--- src/rtl/countdown_timer_if.sv ---
// Control pulses and display/status outputs of the BCD mm:ss countdown timer.
interface countdown_timer_if;
   logic       EN;
   logic       CLR;
   logic       START;
   logic       MINC;
   logic       SINC;
   logic [2:0] MH;
   logic [3:0] ML;
   logic [2:0] SH;
   logic [3:0] SL;
   logic       RUNNING;
   logic       ALARM;
   logic       DONE;

   modport master (
      output EN, CLR, START, MINC, SINC,
      input  MH, ML, SH, SL, RUNNING, ALARM, DONE
   );

   modport slave (
      input  EN, CLR, START, MINC, SINC,
      output MH, ML, SH, SL, RUNNING, ALARM, DONE
   );
endinterface

--- src/rtl/countdown_timer.sv ---
// BCD minute:second countdown timer: load in IDLE, decrement on 1 Hz EN in RUN,
// pause/resume on START, and hold an ALARM for ALARM_LEN ticks after expiry.
module countdown_timer #(
   parameter int unsigned ALARM_LEN = 10
) (
   input logic              CLK,
   input logic              RST,
   countdown_timer_if.slave bus
);
   localparam int unsigned HW = 3;
   localparam int unsigned LW = 4;
   localparam int unsigned CW = 8;

   typedef enum logic [1:0] {ST_IDLE, ST_RUN, ST_PAUSE, ST_ALARM} state_t;

   state_t        state;
   logic [HW-1:0] mh;
   logic [LW-1:0] ml;
   logic [HW-1:0] sh;
   logic [LW-1:0] sl;
   logic [CW-1:0] cnt;
   logic          running;
   logic          alarm;
   logic          done;
   logic          nonzero_c;
   logic          last_c;

   assign nonzero_c = (mh != '0) || (ml != '0) || (sh != '0) || (sl != '0);
   // 00:01 is the only value whose decrement lands on 00:00
   assign last_c    = (mh == '0) && (ml == '0) && (sh == '0) && (sl == LW'(1));

   always_ff @(posedge CLK) begin
      done <= 1'b0;
      if (RST || bus.CLR) begin
         state   <= ST_IDLE;
         mh      <= '0;
         ml      <= '0;
         sh      <= '0;
         sl      <= '0;
         cnt     <= '0;
         running <= 1'b0;
         alarm   <= 1'b0;
      end else begin
         case (state)
            ST_IDLE: begin
               if (bus.START && nonzero_c) begin
                  state   <= ST_RUN;
                  running <= 1'b1;
               end else begin
                  if (bus.MINC) begin
                     if (ml == LW'(9)) begin
                        ml <= '0;
                        mh <= (mh == HW'(5)) ? '0 : mh + HW'(1);
                     end else begin
                        ml <= ml + LW'(1);
                     end
                  end
                  if (bus.SINC) begin
                     if (sl == LW'(9)) begin
                        sl <= '0;
                        sh <= (sh == HW'(5)) ? '0 : sh + HW'(1);
                     end else begin
                        sl <= sl + LW'(1);
                     end
                  end
               end
            end
            ST_RUN: begin
               if (bus.START) begin
                  state   <= ST_PAUSE;
                  running <= 1'b0;
               end else if (bus.EN) begin
                  // Borrow chain SL -> SH -> ML -> MH; never reached at 00:00
                  if (sl != '0) begin
                     sl <= sl - LW'(1);
                  end else begin
                     sl <= LW'(9);
                     if (sh != '0) begin
                        sh <= sh - HW'(1);
                     end else begin
                        sh <= HW'(5);
                        if (ml != '0) begin
                           ml <= ml - LW'(1);
                        end else begin
                           ml <= LW'(9);
                           mh <= mh - HW'(1);
                        end
                     end
                  end
                  if (last_c) begin
                     state   <= ST_ALARM;
                     running <= 1'b0;
                     alarm   <= 1'b1;
                     done    <= 1'b1;
                  end
               end
            end
            ST_PAUSE: begin
               if (bus.START) begin
                  state   <= ST_RUN;
                  running <= 1'b1;
               end
            end
            ST_ALARM: begin
               if (bus.START) begin
                  state <= ST_IDLE;
                  alarm <= 1'b0;
                  cnt   <= '0;
               end else if (bus.EN) begin
                  if (cnt == CW'(ALARM_LEN - 1)) begin
                     state <= ST_IDLE;
                     alarm <= 1'b0;
                     cnt   <= '0;
                  end else begin
                     cnt <= cnt + CW'(1);
                  end
               end
            end
            default: begin
               state   <= ST_IDLE;
               running <= 1'b0;
               alarm   <= 1'b0;
            end
         endcase
      end
   end

   assign bus.MH      = mh;
   assign bus.ML      = ml;
   assign bus.SH      = sh;
   assign bus.SL      = sl;
   assign bus.RUNNING = running;
   assign bus.ALARM   = alarm;
   assign bus.DONE    = done;
endmodule

--- src/flat_wrapper.sv ---
// flat-port wrapper written by rule: the top's interface ports become plain ports
module countdown_timer_flat 
#(
   parameter int unsigned ALARM_LEN = 10
)
  (CLK, RST, bus_EN, bus_CLR, bus_START, bus_MINC, bus_SINC, bus_MH, bus_ML, bus_SH, bus_SL, bus_RUNNING, bus_ALARM, bus_DONE);
  countdown_timer_if bus_i ();
  input logic CLK;
  input logic RST;
  input wire logic [$bits(bus_i.EN)-1:0] bus_EN;
  input wire logic [$bits(bus_i.CLR)-1:0] bus_CLR;
  input wire logic [$bits(bus_i.START)-1:0] bus_START;
  input wire logic [$bits(bus_i.MINC)-1:0] bus_MINC;
  input wire logic [$bits(bus_i.SINC)-1:0] bus_SINC;
  output wire logic [$bits(bus_i.MH)-1:0] bus_MH;
  output wire logic [$bits(bus_i.ML)-1:0] bus_ML;
  output wire logic [$bits(bus_i.SH)-1:0] bus_SH;
  output wire logic [$bits(bus_i.SL)-1:0] bus_SL;
  output wire logic [$bits(bus_i.RUNNING)-1:0] bus_RUNNING;
  output wire logic [$bits(bus_i.ALARM)-1:0] bus_ALARM;
  output wire logic [$bits(bus_i.DONE)-1:0] bus_DONE;
  assign bus_i.EN = bus_EN;
  assign bus_i.CLR = bus_CLR;
  assign bus_i.START = bus_START;
  assign bus_i.MINC = bus_MINC;
  assign bus_i.SINC = bus_SINC;
  assign bus_MH = bus_i.MH;
  assign bus_ML = bus_i.ML;
  assign bus_SH = bus_i.SH;
  assign bus_SL = bus_i.SL;
  assign bus_RUNNING = bus_i.RUNNING;
  assign bus_ALARM = bus_i.ALARM;
  assign bus_DONE = bus_i.DONE;
  countdown_timer #(.ALARM_LEN(ALARM_LEN)) u_core (.CLK(CLK), .RST(RST), .bus(bus_i));
endmodule
--- config.mk ---
export PLATFORM = sky130hd
export DESIGN_NAME = countdown_timer_flat
export DESIGN_NICKNAME = d
export VERILOG_FILES = /design/src/rtl/countdown_timer_if.sv /design/src/rtl/countdown_timer.sv /design/src/flat_wrapper.sv
export SDC_FILE = /design/constraint.sdc
export NUM_CORES = 1
export LEC_CHECK = 0
export CAP_MARGIN = 0
export CORE_UTILIZATION = 50
export CTS_CLUSTER_SIZE = 40
export DETAILED_ROUTE_END_ITERATION = 12
export GPL_ROUTABILITY_DRIVEN = 0
export PLACE_DENSITY = 0.83
export SETUP_SLACK_MARGIN = 0.15
export SLEW_MARGIN = 20
export SYNTH_ARGS = -nofsm -noshare
export SYNTH_HDL_FRONTEND = slang
export SYNTH_SLANG_ARGS = --single-unit
--- constraint.sdc ---
create_clock -name CLK -period 2.81 [get_ports CLK]
set_input_delay 0.4215 -clock CLK [delete_from_list [all_inputs] [get_ports CLK]]
set_output_delay 0.4215 -clock CLK [all_outputs]
set_load 0.02 [all_outputs]
# Word-level counts from Yosys, hierarchy flattened
# Index checks and enable logic that the tools add are counted.
[totals] in_bits=7 register_bits=27 rom_bits=0 n_memories=0 latch_bits=0 ram_bits=0 elab_cells=136
[op_classes] add_sub_neg=9 shift=0 order_cmp=0 div_mod_pow=0 muxes=61 n_reduce_logical=29 bitwise_logic=2 n_mul=0 eq_ne=26
[ops] cell="$mux 4" n=14
[ops] cell="$mux 3" n=17
[ops] cell="$mux 8" n=3
[ops] cell="$ne 2x2->1 const B" n=9
[ops] cell="$mux 2" n=8
[ops] cell="$pmux 4 s2" n=2
[ops] cell="$reduce_and 7->1" n=2
[ops] cell="$mux 1" n=12
[ops] cell="$pmux 3 s2" n=2
[ops] cell="$reduce_and 6->1" n=2
[ops] cell="$reduce_and 5->1" n=2
[ops] cell="$reduce_and 9->1" n=1
[ops] cell="$reduce_bool 3->1" n=3
[ops] cell="$add 4x1->4 const B" n=2
[ops] cell="$add 8x1->8 const B" n=1
[ops] cell="$eq 4x4->1 const B" n=2
[ops] cell="$eq 8x4->1 const B" n=1
[ops] cell="$ne 2x1->1 const B" n=4
[ops] cell="$pmux 2 s4" n=1
[ops] cell="$reduce_bool 4->1" n=2
[ops] cell="$sub 4x1->4 const B" n=2
[ops] cell="$add 3x1->3 const B" n=2
[ops] cell="$eq 3x3->1 const B" n=2
[ops] cell="$logic_not 3->1" n=2
[ops] cell="other kinds (16)" n=29

# Depth between registers and ports, before layout
# Gate-level depths: netlist (run 1).
[depth] ltp_word=8 mapped_depth=9

# Worst setup path after synthesis (run 1)
# OpenSTA, ideal clock, no wires.
[synth_timing] path_kind="register -> register" start="reg u_core.state[1]" end="reg u_core.sh[1] (netlist: u_core.bus.SH[1])" setup_slack_ns=0.736 arrival_time_ns=1.983 synth_period_minus_slack_ns=2.074 stages_incl_launch_ff=10 setup_ns=0.091 cell_sequence="dfxtp_1 > inv_1 > ha_1 > clkbuf_1 > nor2b_1 > a2111oi_0 > a31oi_2 > nor2_2 > a21oi_1 > a311oi_1"
[synth_via] elab_chain_len=3 word_cells_on_any_way=11 cone_classes="eq/ne: 7; mux: 1; reduce/logical: 3"
[synth_lines] element="start: declaration" line_no="countdown_timer.sv:16" rtl="state_t state;"
[synth_lines] element="start signal: assignment" line_no="countdown_timer.sv:35" rtl="state <= ST_IDLE;"
[synth_lines] element="start signal: assignment" line_no="countdown_timer.sv:47" rtl="state <= ST_RUN;"
[synth_lines] element="start signal: assignment" line_no="countdown_timer.sv:70" rtl="state <= ST_PAUSE;"
[synth_lines] element="$eq 2x1->1 or $logic_not 2->1 (tied branches)" line_no="countdown_timer.sv:44" rtl="case (state)"
[synth_lines] element="$ne 2x2->1 (no line), or another cell as far along"
[synth_lines] element="$reduce_and 7->1 (no line)"
[synth_lines] element="end signal: assignment" line_no="countdown_timer.sv:61" rtl="sh <= (sh == HW'(5)) ? '0 : sh + HW'(1);"
[synth_lines] element="end signal: assignment" line_no="countdown_timer.sv:79" rtl="sh <= sh - HW'(1);"
[synth_lines] element="end: declaration" line_no="countdown_timer.sv:19" rtl="logic [HW-1:0] sh;"
# Several ways; a longest one is shown, not always the timed one.
# A chain may end at the register's enable or synchronous reset.

# Worst setup path after layout (run 1)
[layout_timing] start="reg u_core.state[1]" end="reg u_core.sh[2] (netlist: u_core.bus.SH[2])"
# The elaborated chain is that of the path after synthesis.

==> key figures, run 1 <==
Status
  – Run status: finished, final reports clean

Global routing
  – Gr ovfl total: 0
  – Largest net degree at the start of global routing: 20
  – Number of global-route vias before repair: 1423
  – Total Routing Usage GR: 0.199
  – First-pass GRT wire length: 6.40 mm
  – Initial antenna violation count: 0

Clock tree
  – Clock Path Buffers: 2
  – Clock Latency Late Sink: 0.28 ns
  – CTS tree: done
  – Worst-path clk slew: 0.10 ns
  – Hold-fix buffers, CTS: 0
  – Setup Buffers After CTS: 0
  – CTS Sinks: 27
  – H-tree depth: 1
  – Cts bufs inserted: 3
  – Post-CTS Resized: 0
  – Clock root cell: clkbuf_8

Critical path
  – Crit path kind: flop to flop
  – Critical Path, Cell by Cell: inv_1 -> ha_1 -> nor2_1 -> a2111oi_0 -> a31oi_2 -> nor4_1 -> a21oi_1 -> o221ai_1
  – Crit. End Element: flop
  – CP Buf/Inv Count: 1
  – CP arrival: 2.58 ns
  – Req. time, crit path: 3.01 ns
  – Worst r2r src: u_core.state[1]
  – Worst path top cell family by delay: compound AO/OA/AOI/OAI gates
  – Crit path launch type: flop
  – Crit path max fanout: 16
  – Worst reg-to-reg setup slack: 0.43 ns
  – Crit-path slowest cell: ha_1
  – Max incr delay on CP: 0.50 ns
  – Reg2Reg Depth: 8
  – RR Endpoint: u_core.bus.SH[2]

Logic synthesis
  – Synth Register Bits: 27
  – Post-synth top cells: nor2_1 (30), dfxtp_1 (27), a21oi_1 (17)
  – Main area contributors after synthesis: dfxtp_1 (29%), ha_1 (7.5%), nor2_1 (6.1%)
  – Mapped cell area: 0.00184 sq mm
  – Cells after Synth: around 230
  – Cell variety after synth: 55
  – Post-synth top flop: dfxtp_1
  – Most common cell in the netlist: nor2_1
  – Ys Warns: 0
  – Register area share after synthesis: 0.294
  – Avg Inst Size Synth: around 7.9 sq um
  – Top-area cell type share of the netlist area: 0.294
  – Area leader, netlist: dfxtp_1
  – Synth async-reset ratio: 0
  – Synthesized Nets: 250
  – Post-synth EDFFs: 0

Pwr
  – Leak pwr: 0.734 nW
  – PwrDens: 504 mW/mm^2
  – Total power: about 0.0011 W
  – Maximum VDD drop: 0.232 mV

Detailed routing
  – Via density: between 5 and 6
  – DR iter-0 viols: 90
  – First drt pass iteration count: 4
  – # DRC: 0
  – Final ANT Viol Nets: 0
  – Drt total wl: 3.63 mm
  – Wire length per cell: 12.4 um
  – Vias: 1666

Placed design
  – Buffers on Ports: 23
  – Place WS: 0.373 ns
  – Dpl hpwl: 2.71 mm
  – Post-DP Area: 0.00209 sq mm

STA
  – Fmax: 421 MHz
  – Endpoints failing hold: 0
  – Final min period: 2.38 ns
  – Max Slew Vio Count: 0
  – RSZ-0062 raised after global routing: no
  – PnR worst setup slack: 0.435 ns
  – Slew @ Worst Pin: around 0.6 ns
  – Setup TNS: 0 ns
  – Final setup fails: 0
  – Slew headroom: 0.608
  – Clock skew after layout: 0.00314 ns
  – Period Utilization, post-route: 0.845

Worst hold path
  – Min-Delay Endpoint: u_core.bus.RUNNING
  – Hold Path Depth: 2
  – Min-delay src: u_core.bus.RUNNING
  – HP Class: flop to flop

Layout
  – Layout cells sized above 1: 0.0766
  – Area grow syn2layout: 16.4%
  – Final Net Count: 267
  – Design area: 0.00214 sq mm
  – Ant diodes: 0

Die
  – Die boundary height: 62.7 um
  – Site Rows: 21
  – CORE AREA: 0.00344 sq mm
  – Initial Util: 0.534
  – Ports: 24
  – Die Wd: roughly 63 um
  – Die area: 0.00393 sq mm

Job
  – MaxCap Viol Count: 0
## sequential cells by signal, indices dropped and copies added, names as in the netlist
signal	count
u_core.bus.MH	3
u_core.bus.DONE	1
u_core.bus.SL	4
u_core.bus.SH	3
u_core.bus.ALARM	1
u_core.state	2
u_core.cnt	8
u_core.bus.ML	4
u_core.bus.RUNNING	1
## how the worst max path moves through the flow
stage	cells after the start	startpoint	slack (ns)	end
6_report	8	u_core.state[1]	0.43	u_core.bus.SH[2]
3_5_place_dp	7	bus_EN	0.37	u_core.bus.SH[2]
4_1_cts	8	u_core.state[1]	0.41	u_core.bus.SH[2]
2_1_floorplan	9	u_core.state[1]	0.74	u_core.bus.SH[1]
3_3_place_gp	7	bus_EN	0.45	u_core.bus.SH[2]
5_1_grt	8	u_core.state[1]	0.21	u_core.bus.SH[2]
## stage by stage
stage	instances	hold WS [ns]	utilization
finish	294	0.471	0.622
CTS	294	0.476	0.622
global placement	290	0.451	0.608
detailed placement	290	0.463	0.608
floorplan	232	0.466	-
global route	294	0.498	0.622
## cell families after synthesis
group | Yosys count | share of synthesized area
fa+ha+maj | 11 | 0.0748
mux | 7 | 0.0395
buf+inv | 27 | 0.0599
flops | 27 | 0.294
compound gates | 61 | 0.226
xor+xnor | 10 | 0.0476
simple gates | 89 | 0.259
## layout make-up
type	instances	area, sq um
well taps	46	57.6
flip-flops and latches	27	541
fillers	300	1300
multi-input cells	178	1190
repair buffers	27	260
clock inverters	1	7.51
inverters	12	45.0
clock buffers	3	41.3
## cells in the final DEF (no fill, tap or decap), types with 3 or more instances in the layout
cell and count:
a31oi_1 3, mux2i_1 5, nand2_1 15, xor2_1 7, ha_1 11, nor3_1 8, o21ai_0 11, nor2_1 30
nand3_1 6, a21oi_1 17, dfxtp_1 27, inv_1 12, clkbuf_8 3, nand4_1 4, a311oi_1 3, clkdlybuf4s50_1 23
xnor2_1 3, nor2b_1 5, buf_4 4, a211oi_1 3
## worst register-to-register path: stages, from the launching register on
cell and delay (ns):
dfxtp_1 0.34, inv_1 0.10, ha_1 0.50, nor2_1 0.13, a2111oi_0 0.46, a31oi_2 0.20, nor4_1 0.33, a21oi_1 0.07
o221ai_1 0.16
## power breakdown
part           total [W]  internal [W]  switching, W  leakage (nW)
logic           0.000417      0.000175      0.000242         0.495
clock network   0.000229      0.000101      0.000128        0.0217
registers       0.000432      0.000400     0.0000321         0.218
## per-layer routing
metal / global-route usage / vias up / part of all wire / wire length, um
met4: 0.0698 / 0 / 0.013 / 49
met1: 0.272 / 763 / 0.50 / 1810
met2: 0.321 / 29 / 0.46 / 1660
met3: 0.0237 / 5 / 0.031 / 112
met5: 0 / - / 0 / 0
li1: - / 869 / - / -
Note: power is estimated with default switching activity, not from simulation.
==> run 2: changes to the inputs <==
==> constraint.sdc (replaced) <==
create_clock -name CLK -period 2.4 [get_ports CLK]
set_input_delay 0.36 -clock CLK [delete_from_list [all_inputs] [get_ports CLK]]
set_output_delay 0.36 -clock CLK [all_outputs]
set_load 0.02 [all_outputs]
==> run 2 against run 1 <==
  * Clock-buffer cell count is the same
  * Total power grew 21%
  * Final cell count up 3.1%
  * Fmax grew 15%
  * Critical path depth is 1 lower
  * First-iteration DRC count increased by 32%
  * Die area stayed put
  * Combinational power up 30%
  * Routed wire length grew 11%
==> key figures, run 2 (same netlist as run 1, synthesis figures left out) <==
Status
  – Run status: finished, final reports clean

Detailed routing
  – First drt pass iteration count: 4
  – Vias: 1720
  – Final ANT Viol Nets: 0
  – Drt total wl: ~4 mm
  – # DRC: 0
  – Via density: 5.68
  – DR iter-0 viols: 119
  – Wire length per cell: 13.3 um

Global routing
  – Total Routing Usage GR: 0.218
  – Initial antenna violation count: 0
  – Gr ovfl total: 0
  – First-pass GRT wire length: 7.08 mm
  – Number of global-route vias before repair: 1615
  – Largest net degree at the start of global routing: 20

Layout
  – Fill cells: 289
  – Final Net Count: 276
  – Sequential cell area: 541 sq um
  – Area grow syn2layout: 21.0%
  – Most flop-heavy register: u_core.cnt
  – Ant diodes: 0
  – Multi-input logic area: around 0.0012 sq mm
  – Max FFs per register: 8
  – Most common library cell in the layout ignoring fill and taps: nor2_1
  – Commonest cells after routing, fill and taps aside: nor2_1 (30), dfxtp_1 (27), clkdlybuf4s50_1 (23)
  – Layout Cells excl Fill: 303
  – Layout cells sized above 1: 0.125

Clock tree
  – Hold-fix buffers, CTS: 0
  – Clock root cell: clkbuf_8
  – H-tree depth: 1
  – CTS tree: done
  – Cts bufs inserted: 3
  – Clock Latency Late Sink: 0.28 ns
  – Clock Path Buffers: 2
  – CTS Sinks: 27
  – Worst-path clk slew: 0.10 ns

Critical path
  – Reg2Reg Depth: 7
  – CP arrival: 2.23 ns
  – Worst r2r src: u_core.state[1]
  – Req. time, crit path: 2.57 ns
  – RR Endpoint: u_core.bus.ML[1]
  – Crit path kind: flop to flop
  – Worst reg-to-reg setup slack: 0.34 ns
  – Crit path launch type: flop
  – Crit. End Element: flop
  – Crit path max fanout: 9

STA
  – Clock skew after layout: 0.00932 ns
  – Slew headroom: 0.534
  – Max Slew Vio Count: 0
  – Final min period: 2.06 ns
  – Endpoints failing hold: 0
  – Fmax: 484 MHz
  – Period Utilization, post-route: 0.860
  – Slew @ Worst Pin: 0.696 ns
  – Setup TNS: 0 ns
  – Final setup fails: 0
  – RSZ-0062 raised after global routing: no

Die
  – Ports: 24
  – Die boundary height: 62.7 um
  – Die Wd: 62.7 um
  – Site Rows: 21
  – CORE AREA: 0.00344 sq mm
  – Die area: 0.00393 sq mm
  – Initial Util: 0.534

Placed design
  – Placed cells: 299
  – Dpl hpwl: 2.92 mm
  – Buffers on Ports: 23

Pwr
  – Sw Ratio: 0.368
  – PwrDens: 587 mW/mm^2
  – Int Power: slightly above 0.0008 W
  – Leak pwr: 0.783 nW
  – Flop pwr share: 0.380
  – Combinational share of power: 0.415
  – Sw Pwr: 0.000480 W
  – Clock share of power: 0.205
  – Maximum VDD drop: 0.467 mV

Job
  – MaxCap Viol Count: 0

Worst hold path
  – Min-Delay Endpoint: u_core.bus.RUNNING
  – HP Class: flop to flop
  – Min-delay src: u_core.bus.RUNNING
  – Hold Path Depth: 2
run 2: power by group through the flow:
stage | logic [W] | clock network (W) | registers, W
after global placement | 0.000523 | 0 | 0.000505
after CTS | 0.000533 | 0.000274 | 0.000495
after detailed placement | 0.000530 | 0 | 0.000506
final | 0.000541 | 0.000268 | 0.000495
after floorplan | 0.000377 | 0 | 0.000512
after global routing | 0.000597 | 0.000292 | 0.000501
run 2: final cells by class:
cell class | count | share of cell area
multi-input combinational | 178 | 0.542
sequential | 27 | 0.243
timing repair buffer | 36 | 0.147
tap | 46 | 0.0259
inverter | 12 | 0.0202
clock buffer | 3 | 0.0186
clock inverter | 1 | 0.00337
run 2: worst max-delay path, stage by stage, from the launching register on:
cell and delay, ns:
dfxtp_1 0.35, inv_1 0.11, ha_2 0.29, nand3b_1 0.15, o41a_1 0.42, nor3_4 0.26, o21ai_1 0.11, a32o_1 0.27
run 2: metrics by stage:
| stage | util | setup slack (ns) | cell area, sq um | power (W) | hold WS (ns) |
|---|---|---|---|---|---|
| 3_5_place_dp | 0.627 | 0.161 | 2160 | 0.00104 | 0.469 |
| 6_report | 0.646 | 0.335 | 2220 | 0.00130 | 0.473 |
| 3_3_place_gp | 0.627 | 0.247 | 2160 | 0.00103 | 0.452 |
| 4_1_cts | 0.642 | 0.201 | 2210 | 0.00130 | 0.483 |
| 2_1_floorplan | - | 0.326 | 1840 | 0.000889 | 0.466 |
| 5_1_grt | 0.646 | 0.175 | 2220 | 0.00139 | 0.513 |
run 2: layer usage:
layer,vias up,wire length [um],GRT usage
met3,4,166,0.0456
met5,-,0,0
met1,793,1930,0.277
met4,0,28,0.0523
li1,885,-,-
met2,38,1910,0.372
run 2: repair_timing:
action / CTS / global route
setup endpoints to repair: 0 / 13
gates resized for setup: 0 / 5
buffers inserted: 0 / 0
run 2: worst max path at each step:
stage,startpoint,endpoint,depth (start not counted)
global placement,bus_EN,u_core.bus.SL[1],7
floorplan,u_core.state[1],u_core.bus.SH[1],9
detailed placement,bus_EN,u_core.bus.SL[1],7
CTS,u_core.state[1],u_core.bus.SL[1],8
global route,u_core.state[0],u_core.bus.MH[2],8
finish,u_core.state[1],u_core.bus.ML[1],7
==> run 3: changes to the inputs <==
--- a/config.mk
+++ b/config.mk
@@ -6,11 +6,13 @@
 export NUM_CORES = 1
 export LEC_CHECK = 0
 export CAP_MARGIN = 0
-export CORE_UTILIZATION = 50
+export CORE_UTILIZATION = 35
+export CTS_CLUSTER_DIAMETER = 200
 export CTS_CLUSTER_SIZE = 40
 export DETAILED_ROUTE_END_ITERATION = 12
 export GPL_ROUTABILITY_DRIVEN = 0
-export PLACE_DENSITY = 0.83
+export PLACE_DENSITY = 0.65
+export RECOVER_POWER = 50
 export SETUP_SLACK_MARGIN = 0.15
 export SLEW_MARGIN = 20
 export SYNTH_ARGS = -nofsm -noshare
==> run 3 against run 2 <==
  * Routed wire length increased by 4.5%
  * Global-route usage decreased by 5.3 points
  * Sequential share of layout area decreased by 0.75 points
  * Non-clock buffer count increased by 5
  * Core utilization decreased by 19 points
  * Clock power increased by 3%
  * Critical path type unchanged
  * Critical endpoint is now u_core.bus.MH[2]
==> key figures, run 3 (same netlist as run 1, synthesis figures left out) <==
Status
  – Run status: finished, final reports clean

Global routing
  – Gr ovfl total: 0
  – First-pass GRT wire length: 7.20 mm
  – Initial antenna violation count: 0
  – Largest net degree at the start of global routing: 20
  – Total Routing Usage GR: 0.165
  – Number of global-route vias before repair: 1562

Critical path
  – Req. time, crit path: 2.56 ns
  – Crit path launch type: flop
  – CP arrival: between 2 and 2.5 ns
  – Crit. End Element: flop
  – Crit path max fanout: 7
  – Crit path kind: flop to flop

Detailed routing
  – First drt pass iteration count: 4
  – Drt total wl: 4.22 mm
  – Vias: 1732
  – Via density: between 5 and 6
  – Wire length per cell: 12.7 um
  – DR iter-0 viols: 91
  – # DRC: 0
  – Final ANT Viol Nets: 0

Clock tree
  – Clock Latency Late Sink: 0.28 ns
  – Worst-path clk slew: 0.10 ns
  – Cts bufs inserted: 3
  – Clock root cell: clkbuf_8
  – Clock Path Buffers: 2
  – CTS Sinks: 27
  – CTS tree: done
  – Hold-fix buffers, CTS: 0
  – H-tree depth: 1

Pwr
  – PwrDens: 590 mW/mm^2
  – Maximum VDD drop: between 0.4 and 0.5 mV
  – Leak pwr: 0.860 nW

Die
  – Ports: 24
  – Die area: 0.00555 sq mm
  – Initial Util: 0.362
  – Die Wd: roughly 74 um
  – Site Rows: 26
  – CORE AREA: between 0.005 and 0.006 sq mm
  – Die boundary height: roughly 74 um

Layout
  – Max FFs per register: 8
  – Most common library cell in the layout ignoring fill and taps: nor2_1
  – Ant diodes: 0
  – Area grow syn2layout: 24.8%
  – Design area: 0.00230 sq mm
  – Commonest cells after routing, fill and taps aside: nor2_1 (30), dfxtp_1 (27), buf_4 (18)
  – Most flop-heavy register: u_core.cnt
  – Fill cells: 530
  – Final Net Count: approximately 280
  – Layout cells sized above 1: 0.134

Placed design
  – Post-DP Area: 0.00220 sq mm
  – Dpl hpwl: 3.01 mm
  – Buffers on Ports: 23
  – Place WS: between 0.1 and 0.15 ns

STA
  – Clock skew after layout: 0.00543 ns
  – Final min period: 2.14 ns
  – PnR worst setup slack: 0.257 ns
  – Period Utilization, post-route: 0.893
  – Endpoints failing hold: 0
  – Max Slew Vio Count: 0
  – Final setup fails: 0
  – Fmax: ~470 MHz
  – Slew @ Worst Pin: about 0.67 ns
  – Setup TNS: 0 ns
  – RSZ-0062 raised after global routing: yes
  – Slew headroom: 0.549

Job
  – MaxCap Viol Count: 0

Worst hold path
  – HP Class: flop to flop
[run 3: changes by cell type in the layout (fill, tap and decap cells not counted), sizes merged]
cell / before / now
buf: 13 / 18
clkdlybuf4s50: 23 / 8
dlygate4sd3: 0 / 15
[run 3: timing repair]
item	in CTS	in global routing
buffers inserted	0	3
endpoints found under the hold margin	0	0
endpoints found under the setup margin	0	11
gates resized for setup	0	4
[run 3: area by class of cell]
type / count / area [sq um] / share of cell area
Tap cell: 70 / 87.6 / 0.0381
Multi-Input combinational cell: 178 / 1210 / 0.526
Timing Repair Buffer: 41 / 365 / 0.159
Sequential cell: 27 / 541 / 0.235
Clock inverter: 1 / 7.51 / 0.00327
Clock buffer: 3 / 41.3 / 0.0180
Inverter: 12 / 45.0 / 0.0196
[run 3: worst paths after layout]
check | from | end | slack, ns | cells after the start
max | u_core.state[0] | u_core.bus.MH[2] | 0.26 | 8
min | u_core.bus.RUNNING | u_core.bus.RUNNING | 0.49 | 2
max reg2reg | u_core.state[0] | u_core.bus.MH[2] | 0.26 | 8
min reg2reg | u_core.bus.RUNNING | u_core.bus.RUNNING | 0.49 | 2
[run 3: routing by layer]
layer | share of wire | vias to the layer above | GRT usage
li1 | - | 896 | -
met1 | 0.50 | 793 | 0.233
met2 | 0.45 | 39 | 0.261
met3 | 0.041 | 4 | 0.0285
met4 | 0.0074 | 0 | 0.0356
met5 | 0 | - | 0
[run 3: where the power goes]
group	leakage (nW)	switching, W	internal, W	total, W
clock network	0.0217	0.000159	0.000118	0.000277
logic	0.620	0.000316	0.000264	0.000580
registers	0.218	0.0000280	0.000469	0.000497
[run 3: stage by stage]
stage | hold slack (ns) | power, W | util | cells
after floorplan | 0.466 | 0.000889 | - | 232
after global placement | 0.472 | 0.00104 | 0.434 | 325
after detailed placement | 0.463 | 0.00104 | 0.434 | 325
after CTS | 0.488 | 0.00133 | 0.444 | 329
after global routing | 0.512 | 0.00145 | 0.452 | 332
final | 0.488 | 0.00135 | 0.452 | 332
[run 3: worst max-delay path, stage by stage (launching register included)]
cell and delay, ns:
dfxtp_1 0.43, inv_1 0.10, ha_1 0.30, nor3_1 0.15
a31oi_1 0.06, o32a_1 0.33, nor4_4 0.35, nor3b_1 0.23
nor3_1 0.07
